## src/rtl/lcd_pkg.sv

```systemverilog
// Shared types and LCD command encodings for the character feeder and its FIFO.
// lcd_bus layout is {rs, rw, data[7:0]}.
package lcd_pkg;

    typedef enum logic [1:0] {
        ST_IDLE      = 2'd0,
        ST_ISSUE     = 2'd1,
        ST_WAIT_ACK  = 2'd2,
        ST_WAIT_DONE = 2'd3
    } feeder_state_e;

    typedef enum logic [1:0] {
        TXN_CHAR  = 2'd0,
        TXN_ADDR  = 2'd1,
        TXN_CLEAR = 2'd2
    } txn_kind_e;

    localparam logic [7:0] LCD_CMD_CLEAR = 8'h01;
    localparam logic [7:0] LCD_CMD_DDRAM = 8'h80;
    localparam logic [6:0] LCD_ROW1_BASE = 7'h40;
    localparam logic [7:0] LCD_CHAR_NL   = 8'h0A;

    localparam int LCD_BUS_W  = 10;
    localparam int LCD_BUS_RS = 9;
    localparam int LCD_BUS_RW = 8;

    function automatic logic [LCD_BUS_W-1:0] lcd_word(
        input logic       rs,
        input logic       rw,
        input logic [7:0] data
    );
        logic [LCD_BUS_W-1:0] w;
        w             = {2'b00, data};
        w[LCD_BUS_RS] = rs;
        w[LCD_BUS_RW] = rw;
        return w;
    endfunction

endpackage

```

## src/rtl/lcd_char_fifo.sv

```systemverilog
// Small synchronous FIFO for buffered characters; a push while full is dropped,
// so the producer must honour the full flag.
module lcd_char_fifo #(
    parameter int DEPTH = 4,
    parameter int WIDTH = 8
) (
    input  logic             clk,
    input  logic             rst_n,
    input  logic             push,
    input  logic [WIDTH-1:0] wdata,
    input  logic             pop,
    output logic             full,
    output logic             empty,
    output logic [WIDTH-1:0] head
);

    localparam int PTR_W = $clog2(DEPTH);
    localparam int CNT_W = PTR_W + 1;

    logic [WIDTH-1:0] mem_q [DEPTH];
    logic [PTR_W-1:0] wr_ptr_q, wr_ptr_d;
    logic [PTR_W-1:0] rd_ptr_q, rd_ptr_d;
    logic [CNT_W-1:0] count_q, count_d;
    logic             do_push;
    logic             do_pop;

    assign full    = (count_q == CNT_W'(DEPTH));
    assign empty   = (count_q == '0);
    assign head    = mem_q[rd_ptr_q];
    assign do_push = push && !full;
    assign do_pop  = pop && !empty;

    always_comb begin
        wr_ptr_d = wr_ptr_q;
        rd_ptr_d = rd_ptr_q;
        count_d  = count_q;
        if (do_push) begin
            wr_ptr_d = wr_ptr_q + PTR_W'(1);
        end
        if (do_pop) begin
            rd_ptr_d = rd_ptr_q + PTR_W'(1);
        end
        case ({do_push, do_pop})
            2'b10:   count_d = count_q + CNT_W'(1);
            2'b01:   count_d = count_q - CNT_W'(1);
            default: count_d = count_q;
        endcase
    end

    always_ff @(posedge clk) begin
        if (!rst_n) begin
            wr_ptr_q <= '0;
            rd_ptr_q <= '0;
            count_q  <= '0;
        end else begin
            wr_ptr_q <= wr_ptr_d;
            rd_ptr_q <= rd_ptr_d;
            count_q  <= count_d;
        end
    end

    // Storage needs no reset: the empty count masks stale entries.
    always_ff @(posedge clk) begin
        if (do_push) begin
            mem_q[wr_ptr_q] <= wdata;
        end
    end

endmodule

```

## src/rtl/lcd_char_feeder.sv

```systemverilog
// Turns a buffered ASCII stream into single LCD controller transactions
// (data write, DDRAM address, clear) while tracking the cursor for text wrap.
//
//  state        | meaning
//  -------------+----------------------------------------------------------
//  ST_IDLE      | controller idle check; pick clear > address > next char
//  ST_ISSUE     | one-cycle lcd_enable strobe with the held bus word
//  ST_WAIT_ACK  | wait for lcd_busy to rise; re-issue after ACK_TIMEOUT
//  ST_WAIT_DONE | wait for lcd_busy to fall, then apply the transaction
module lcd_char_feeder
    import lcd_pkg::*;
#(
    parameter int COLS        = 16,
    parameter int ROWS        = 2,
    parameter int FIFO_DEPTH  = 4,
    parameter int ACK_TIMEOUT = 15
) (
    input  logic                    clk,
    input  logic                    rst_n,
    input  logic [7:0]              char_data,
    input  logic                    char_valid,
    output logic                    char_ready,
    input  logic                    clear_req,
    input  logic                    lcd_busy,
    output logic                    lcd_enable,
    output logic [LCD_BUS_W-1:0]    lcd_bus,
    output logic [$clog2(COLS)-1:0] cursor_col,
    output logic                    cursor_row,
    output logic                    retry_pulse
);

    localparam int COL_W = $clog2(COLS);
    localparam int TMR_W = $clog2(ACK_TIMEOUT + 1);

    feeder_state_e        state_q, state_d;
    txn_kind_e            hold_kind_q, hold_kind_d;
    logic [LCD_BUS_W-1:0] hold_bus_q, hold_bus_d;
    logic [COL_W-1:0]     col_q, col_d;
    logic                 row_q, row_d;
    logic                 clear_pend_q, clear_pend_d;
    logic                 addr_pend_q, addr_pend_d;
    logic [TMR_W-1:0]     timer_q, timer_d;
    logic                 retry_q, retry_d;

    logic                 fifo_push;
    logic                 fifo_pop;
    logic                 fifo_full;
    logic                 fifo_empty;
    logic [7:0]           fifo_head;
    logic [7:0]           ddram_cmd;

    function automatic logic next_row(input logic r);
        return (ROWS == 2) ? ~r : 1'b0;
    endfunction

    assign char_ready = rst_n && !fifo_full;
    assign fifo_push  = char_valid && char_ready;
    assign ddram_cmd  = LCD_CMD_DDRAM | {1'b0, (row_q ? LCD_ROW1_BASE : 7'h00)};

    lcd_char_fifo #(
        .DEPTH (FIFO_DEPTH),
        .WIDTH (8)
    ) u_fifo (
        .clk   (clk),
        .rst_n (rst_n),
        .push  (fifo_push),
        .wdata (char_data),
        .pop   (fifo_pop),
        .full  (fifo_full),
        .empty (fifo_empty),
        .head  (fifo_head)
    );

    always_comb begin
        state_d      = state_q;
        hold_kind_d  = hold_kind_q;
        hold_bus_d   = hold_bus_q;
        col_d        = col_q;
        row_d        = row_q;
        clear_pend_d = clear_pend_q | clear_req;
        addr_pend_d  = addr_pend_q;
        timer_d      = timer_q;
        retry_d      = 1'b0;
        fifo_pop     = 1'b0;

        case (state_q)
            ST_IDLE: begin
                if (!lcd_busy) begin
                    if (clear_pend_q) begin
                        hold_bus_d  = lcd_word(1'b0, 1'b0, LCD_CMD_CLEAR);
                        hold_kind_d = TXN_CLEAR;
                        state_d     = ST_ISSUE;
                    end else if (addr_pend_q) begin
                        hold_bus_d  = lcd_word(1'b0, 1'b0, ddram_cmd);
                        hold_kind_d = TXN_ADDR;
                        state_d     = ST_ISSUE;
                    end else if (!fifo_empty) begin
                        fifo_pop = 1'b1;
                        // Newline only moves the cursor; the address command follows.
                        if (fifo_head == LCD_CHAR_NL) begin
                            col_d       = '0;
                            row_d       = next_row(row_q);
                            addr_pend_d = 1'b1;
                        end else begin
                            hold_bus_d  = lcd_word(1'b1, 1'b0, fifo_head);
                            hold_kind_d = TXN_CHAR;
                            state_d     = ST_ISSUE;
                        end
                    end
                end
            end

            ST_ISSUE: begin
                timer_d = TMR_W'(ACK_TIMEOUT - 1);
                state_d = ST_WAIT_ACK;
            end

            ST_WAIT_ACK: begin
                if (lcd_busy) begin
                    state_d = ST_WAIT_DONE;
                end else if (timer_q == '0) begin
                    retry_d = 1'b1;
                    state_d = ST_ISSUE;
                end else begin
                    timer_d = timer_q - TMR_W'(1);
                end
            end

            ST_WAIT_DONE: begin
                if (!lcd_busy) begin
                    state_d = ST_IDLE;
                    case (hold_kind_q)
                        TXN_CLEAR: begin
                            col_d        = '0;
                            row_d        = 1'b0;
                            addr_pend_d  = 1'b0;
                            // A request landing on the completion cycle is kept.
                            clear_pend_d = clear_req;
                        end
                        TXN_ADDR: begin
                            addr_pend_d = 1'b0;
                        end
                        default: begin
                            if (col_q == COL_W'(COLS - 1)) begin
                                col_d       = '0;
                                row_d       = next_row(row_q);
                                addr_pend_d = 1'b1;
                            end else begin
                                col_d = col_q + COL_W'(1);
                            end
                        end
                    endcase
                end
            end

            default: begin
                state_d = ST_IDLE;
            end
        endcase
    end

    always_ff @(posedge clk) begin
        if (!rst_n) begin
            state_q      <= ST_IDLE;
            hold_kind_q  <= TXN_CHAR;
            hold_bus_q   <= '0;
            col_q        <= '0;
            row_q        <= 1'b0;
            clear_pend_q <= 1'b0;
            addr_pend_q  <= 1'b0;
            timer_q      <= '0;
            retry_q      <= 1'b0;
        end else begin
            state_q      <= state_d;
            hold_kind_q  <= hold_kind_d;
            hold_bus_q   <= hold_bus_d;
            col_q        <= col_d;
            row_q        <= row_d;
            clear_pend_q <= clear_pend_d;
            addr_pend_q  <= addr_pend_d;
            timer_q      <= timer_d;
            retry_q      <= retry_d;
        end
    end

    assign lcd_enable  = (state_q == ST_ISSUE);
    assign lcd_bus     = hold_bus_q;
    assign cursor_col  = col_q;
    assign cursor_row  = row_q;
    assign retry_pulse = retry_q;

endmodule
```

## config.mk

```make
export PLATFORM = sky130hd
export DESIGN_NAME = lcd_char_feeder
export DESIGN_NICKNAME = d
export VERILOG_FILES = /design/src/rtl/lcd_pkg.sv /design/src/rtl/lcd_char_fifo.sv /design/src/rtl/lcd_char_feeder.sv
export SDC_FILE = /design/constraint.sdc
export NUM_CORES = 1
export LEC_CHECK = 0
export ABC_AREA = 1
export CAP_MARGIN = 20
export CORE_MARGIN = 2
export CORE_UTILIZATION = 35
export DETAILED_ROUTE_END_ITERATION = 6
export MAX_ROUTING_LAYER = met4
export PLACE_DENSITY = 0.65
export RECOVER_POWER = 25
export SLEW_MARGIN = 0
export SYNTH_ARGS = -nofsm -noshare
export SYNTH_HDL_FRONTEND = slang
export SYNTH_HIERARCHICAL = 1
export SYNTH_SLANG_ARGS = --single-unit
```

## constraint.sdc

```tcl
create_clock -name clk -period 3 [get_ports clk]
set_input_delay 0.45 -clock clk [delete_from_list [all_inputs] [get_ports clk]]
set_output_delay 0.45 -clock clk [all_outputs]
set_load 0.01 [all_outputs]
```

==> out/metrics.json <==
{
  "postRouteAntennaNets": {"value": 0},
  "setup.worst_path.end_class": {"value": "output port"},
  "fin_crit_sh": {"value": 0.769},
  "synthesis.nets": {"value": 382},
  "grt_antenna_before_repair": {"value": 0},
  "total_clock_buffers_created_by_cts": {"value": 9},
  "seq_area_frac_synth": {"value": 0.528},
  "run_status": {"value": "completed"},
  "synth_top_family_by_area": {"value": "simple AND/OR/NAND/NOR gates"},
  "fin_worst_skew": {"value": 12.1, "unit": "ps"},
  "clk_pin_slew": {"value": 70, "unit": "ps"},
  "dr.pass1.iters": {"value": 4},
  "power.density_cell_area": {"value": 645, "unit": "mW/mm^2"},
  "area_after_dpl": {"value": 0.00354, "unit": "sq mm"},
  "avg_cell_area_syn": {"value": 8.66, "unit": "sq um"},
  "grt_pass1_vias": {"value": 2253},
  "fin_total_pwr": {"value": 2.39, "unit": "mW"},
  "clk-insertion-delay-late": {"value": 340, "unit": "ps"},
  "tns": {"value": 0, "unit": "ps"},
  "startpoint_type": {"value": "input port"},
  "post_synth_inst_count": {"value": 359},
  "floorplan.initialDensity": {"value": 0.358},
  "crit_arrival": {"value": 1860, "unit": "ps"},
  "drcViolationCount": {"value": 0},
  "classification_of_the_worst_setup_path": {"value": "input port to output port"},
  "crit_path_max_fanout": {"value": 18},
  "postCtsResizedCells": {"value": 0},
  "area.growth.synth_to_final": {"value": 19.4, "unit": "%"},
  "power.ir.vdd_worst": {"value": 0.000217, "unit": "V"},
  "wl_per_cell": {"value": 11.8, "unit": "microns"},
  "maxSlewHeadroom": {"value": 0.652},
  "clock_path_buffers": {"value": 2},
  "die-area": {"value": 0.00965, "unit": "sq mm"},
  "chipWidth": {"value": 98.2, "unit": "microns"},
  "tritoncts": {"value": "yes"},
  "crit_path_max_incr_delay": {"value": 540, "unit": "ps"},
  "die_height": {"value": 98.2, "unit": "microns"},
  "crit_slowest_cell": {"value": "sky130_fd_sc_hd__clkdlybuf4s50_1"},
  "yosys.area_share.adder": {"value": 0.0427},
  "static-leakage-power": {"value": 1.47, "unit": "nW"},
  "mostFrequentLayoutCell": {"value": "sky130_fd_sc_hd__nand2_1"},
  "critPathTopFamily": {"value": "buffers and inverters"},
  "design.portCount": {"value": 31},
  "placementRows": {"value": 34},
  "min_period": {"value": 2310, "unit": "ps"},
  "globalRouteOverflowTotal": {"value": 0},
  "htree_num_levels": {"value": 3},
  "post_cts_hold_fix_bufs": {"value": 0},
  "yosysUniqueCellTypes": {"value": 35},
  "timing.final.max_slew_violations": {"value": 0},
  "worst-slew-pin-transition": {"value": 520, "unit": "ps"},
  "globalplace.congestion": {"value": 0.743},
  "wirelength": {"value": 6.08, "unit": "mm"},
  "grt_first_pass_wirelength": {"value": 10.1, "unit": "mm"},
  "portBuffers": {"value": 29},
  "groute.usage.overall": {"value": 0.135},
  "achievable-frequency": {"value": 0.434, "unit": "GHz"},
  "layout-drive-gt1-share": {"value": 0.116},
  "dpl.hpwl": {"value": 4.37, "unit": "mm"},
  "cp_data_required_time": {"value": 2550, "unit": "ps"},
  "min_path_type": {"value": "flip-flop to flip-flop"},
  "fp.coreArea": {"value": 0.00868, "unit": "sq mm"},
  "parity_gate_share_of_the_synthesized_area_counting_xor_and_xnor_cells": {"value": 0.00282},
  "clock-sinks": {"value": 66},
  "final_nets": {"value": 424},
  "synth_mux_area_frac": {"value": 0},
  "setup-violations-final": {"value": 0},
  "yosys_warnings": {"value": 6},
  "count_of_state_elements_after_synthesis": {"value": 66},
  "critPathMostFrequentCell": {"value": "sky130_fd_sc_hd__clkdlybuf4s50_1"},
  "synth_compound_gate_area_share": {"value": 0.114},
  "route.detailed.vias_per_inst": {"value": 4.69},
  "num_antenna_cells": {"value": 0},
  "cp.buffers_inverters": {"value": 4},
  "fillers": {"value": 846},
  "cts_root_buf": {"value": "sky130_fd_sc_hd__clkbuf_8"},
  "drt_iter0_markers": {"value": 93},
  "most-common-layout-cells": {"value": "sky130_fd_sc_hd__nand2_1, sky130_fd_sc_hd__nor2_1, sky130_fd_sc_hd__inv_1"},
  "grt_setup_unrepaired": {"value": "no"},
  "post_cts_buffers": {"value": 0},
  "hold_viol": {"value": 0},
  "grt_max_degree": {"value": 19},
  "worstPathCellList": {"value": "clkdlybuf4s50_1 > clkinv_1 > buf_4 > nor2_1 > clkdlybuf4s50_1"},
  "synth_area": {"value": 0.00311, "unit": "sq mm"},
  "num_vias": {"value": 2413},
  "synth-simple-area-share": {"value": 0.232},
  "post-route-cell-area": {"value": 0.00371, "unit": "sq mm"},
  "drv.max_cap_violation_count": {"value": 0}
}
## cells in the mapped netlist
master,instances,area share
sky130_fd_sc_hd__nand2_1,61,0.074
sky130_fd_sc_hd__nor2_1,52,0.063
sky130_fd_sc_hd__inv_1,45,0.054
sky130_fd_sc_hd__dfxtp_1,34,0.22
sky130_fd_sc_hd__edfxtp_1,32,0.31
sky130_fd_sc_hd__a21oi_1,28,0.045
sky130_fd_sc_hd__nand3_1,21,0.034
sky130_fd_sc_hd__o21ai_0,20,0.032
sky130_fd_sc_hd__ha_1,9,0.036
sky130_fd_sc_hd__o22ai_1,8,0.016
sky130_fd_sc_hd__nand4_1,5,0.010
sky130_fd_sc_hd__inv_2,4,0.0048
sky130_fd_sc_hd__nand2_2,4,0.0081
sky130_fd_sc_hd__o21ai_2,4,0.011
sky130_fd_sc_hd__buf_6,3,0.011
sky130_fd_sc_hd__nand2_4,3,0.011
sky130_fd_sc_hd__nand3_2,3,0.0097
sky130_fd_sc_hd__nor2_2,3,0.0060
sky130_fd_sc_hd__o21ai_1,3,0.0048
sky130_fd_sc_hd__nor2_4,2,0.0072
sky130_fd_sc_hd__a21oi_2,1,0.0028
sky130_fd_sc_hd__a31oi_1,1,0.0020
sky130_fd_sc_hd__buf_2,1,0.0016
sky130_fd_sc_hd__buf_4,1,0.0024
sky130_fd_sc_hd__clkbuf_1,1,0.0012
sky130_fd_sc_hd__clkinv_1,1,0.0012
sky130_fd_sc_hd__conb_1,1,0.0012
sky130_fd_sc_hd__fa_1,1,0.0064
sky130_fd_sc_hd__inv_4,1,0.0020
sky130_fd_sc_hd__nor3_1,1,0.0016
sky130_fd_sc_hd__nor3b_1,1,0.0024
sky130_fd_sc_hd__nor4_1,1,0.0020
sky130_fd_sc_hd__or2_0,1,0.0020
sky130_fd_sc_hd__or2_2,1,0.0020
sky130_fd_sc_hd__xor2_1,1,0.0028
## report_power, final
| part | total [mW] | leakage, nW | internal (mW) | switching (mW) |
|---|---|---|---|---|
| clock | 0.645 | 0.0834 | 0.321 | 0.325 |
| sequential | 1.10 | 0.568 | 1.03 | 0.0730 |
| combinational | 0.645 | 0.817 | 0.252 | 0.392 |
## sequential cells by signal (all words and copies together) (netlist names), named ones only
name / cells
u_fifo/mem_q: 32
lcd_bus: 9
cursor_col: 4
timer_q: 4
u_fifo/count_q: 3
hold_kind_q: 2
state_q: 2
u_fifo/rd_ptr_q: 2
u_fifo/wr_ptr_q: 2
addr_pend_q: 1
clear_pend_q: 1
cursor_row: 1
retry_pulse: 1
## worst register-to-register path: cells and delay by family (launching register included)
kind | cells | cell delay [ps]
buffers and inverters | 3 | 220
AND/OR/NAND/NOR | 9 | 1140
flip-flops | 1 | 380
adder cells (fa/ha/maj) | 2 | 440
## cell type report
class,instances,area [sq um],area share
clock inverter,3,17.5,0.00472
tap,108,135,0.0364
timing repair buffer,37,350,0.0944
inverter,51,194,0.0523
sequential,66,1640,0.442
multi-input combinational,236,1220,0.330
clock buffer,13,149,0.0401
## metal layers
| layer | vias to the layer above | part of all wire | GRT usage |
|---|---|---|---|
| met4 | 0 | 0.023 | 0.0738 |
| met2 | 50 | 0.47 | 0.212 |
| met3 | 15 | 0.044 | 0.0222 |
| li1 | 1271 | - | - |
| met1 | 1077 | 0.46 | 0.166 |
| met5 | - | 0 | - |
## through the flow
step | worst slack [ps] | util | hold slack, ps | instances
floorplan | 762 | - | 444 | 359
global placement | 468 | 0.408 | 453 | 498
detailed placement | 403 | 0.408 | 460 | 498
CTS | 670 | 0.427 | 472 | 514
global route | 559 | 0.427 | 479 | 514
finish | 694 | 0.427 | 467 | 514
## path summary, 6_finish.rpt
check,depth (start not counted),slack [ps],from,endpoint
worst max-delay path,5,690,rst_n,char_ready
worst max register to register,14,770,u_fifo/count_q[1],u_fifo/count_q[2]
worst min register to register,2,470,lcd_bus[2],lcd_bus[2]
worst min-delay path,2,470,lcd_bus[2],lcd_bus[2]
## cell families after synthesis
| family | Yosys count |
|---|---|
| xor gates and xnor gates | 1 |
| buffers and inverters | 57 |
| adders and majority gates | 10 |
| other | 1 |
| and+or+nand+nor | 159 |
| AOI/OAI and AO/OA | 65 |
| DFF | 66 |
(Power assumes the default switching activity.)
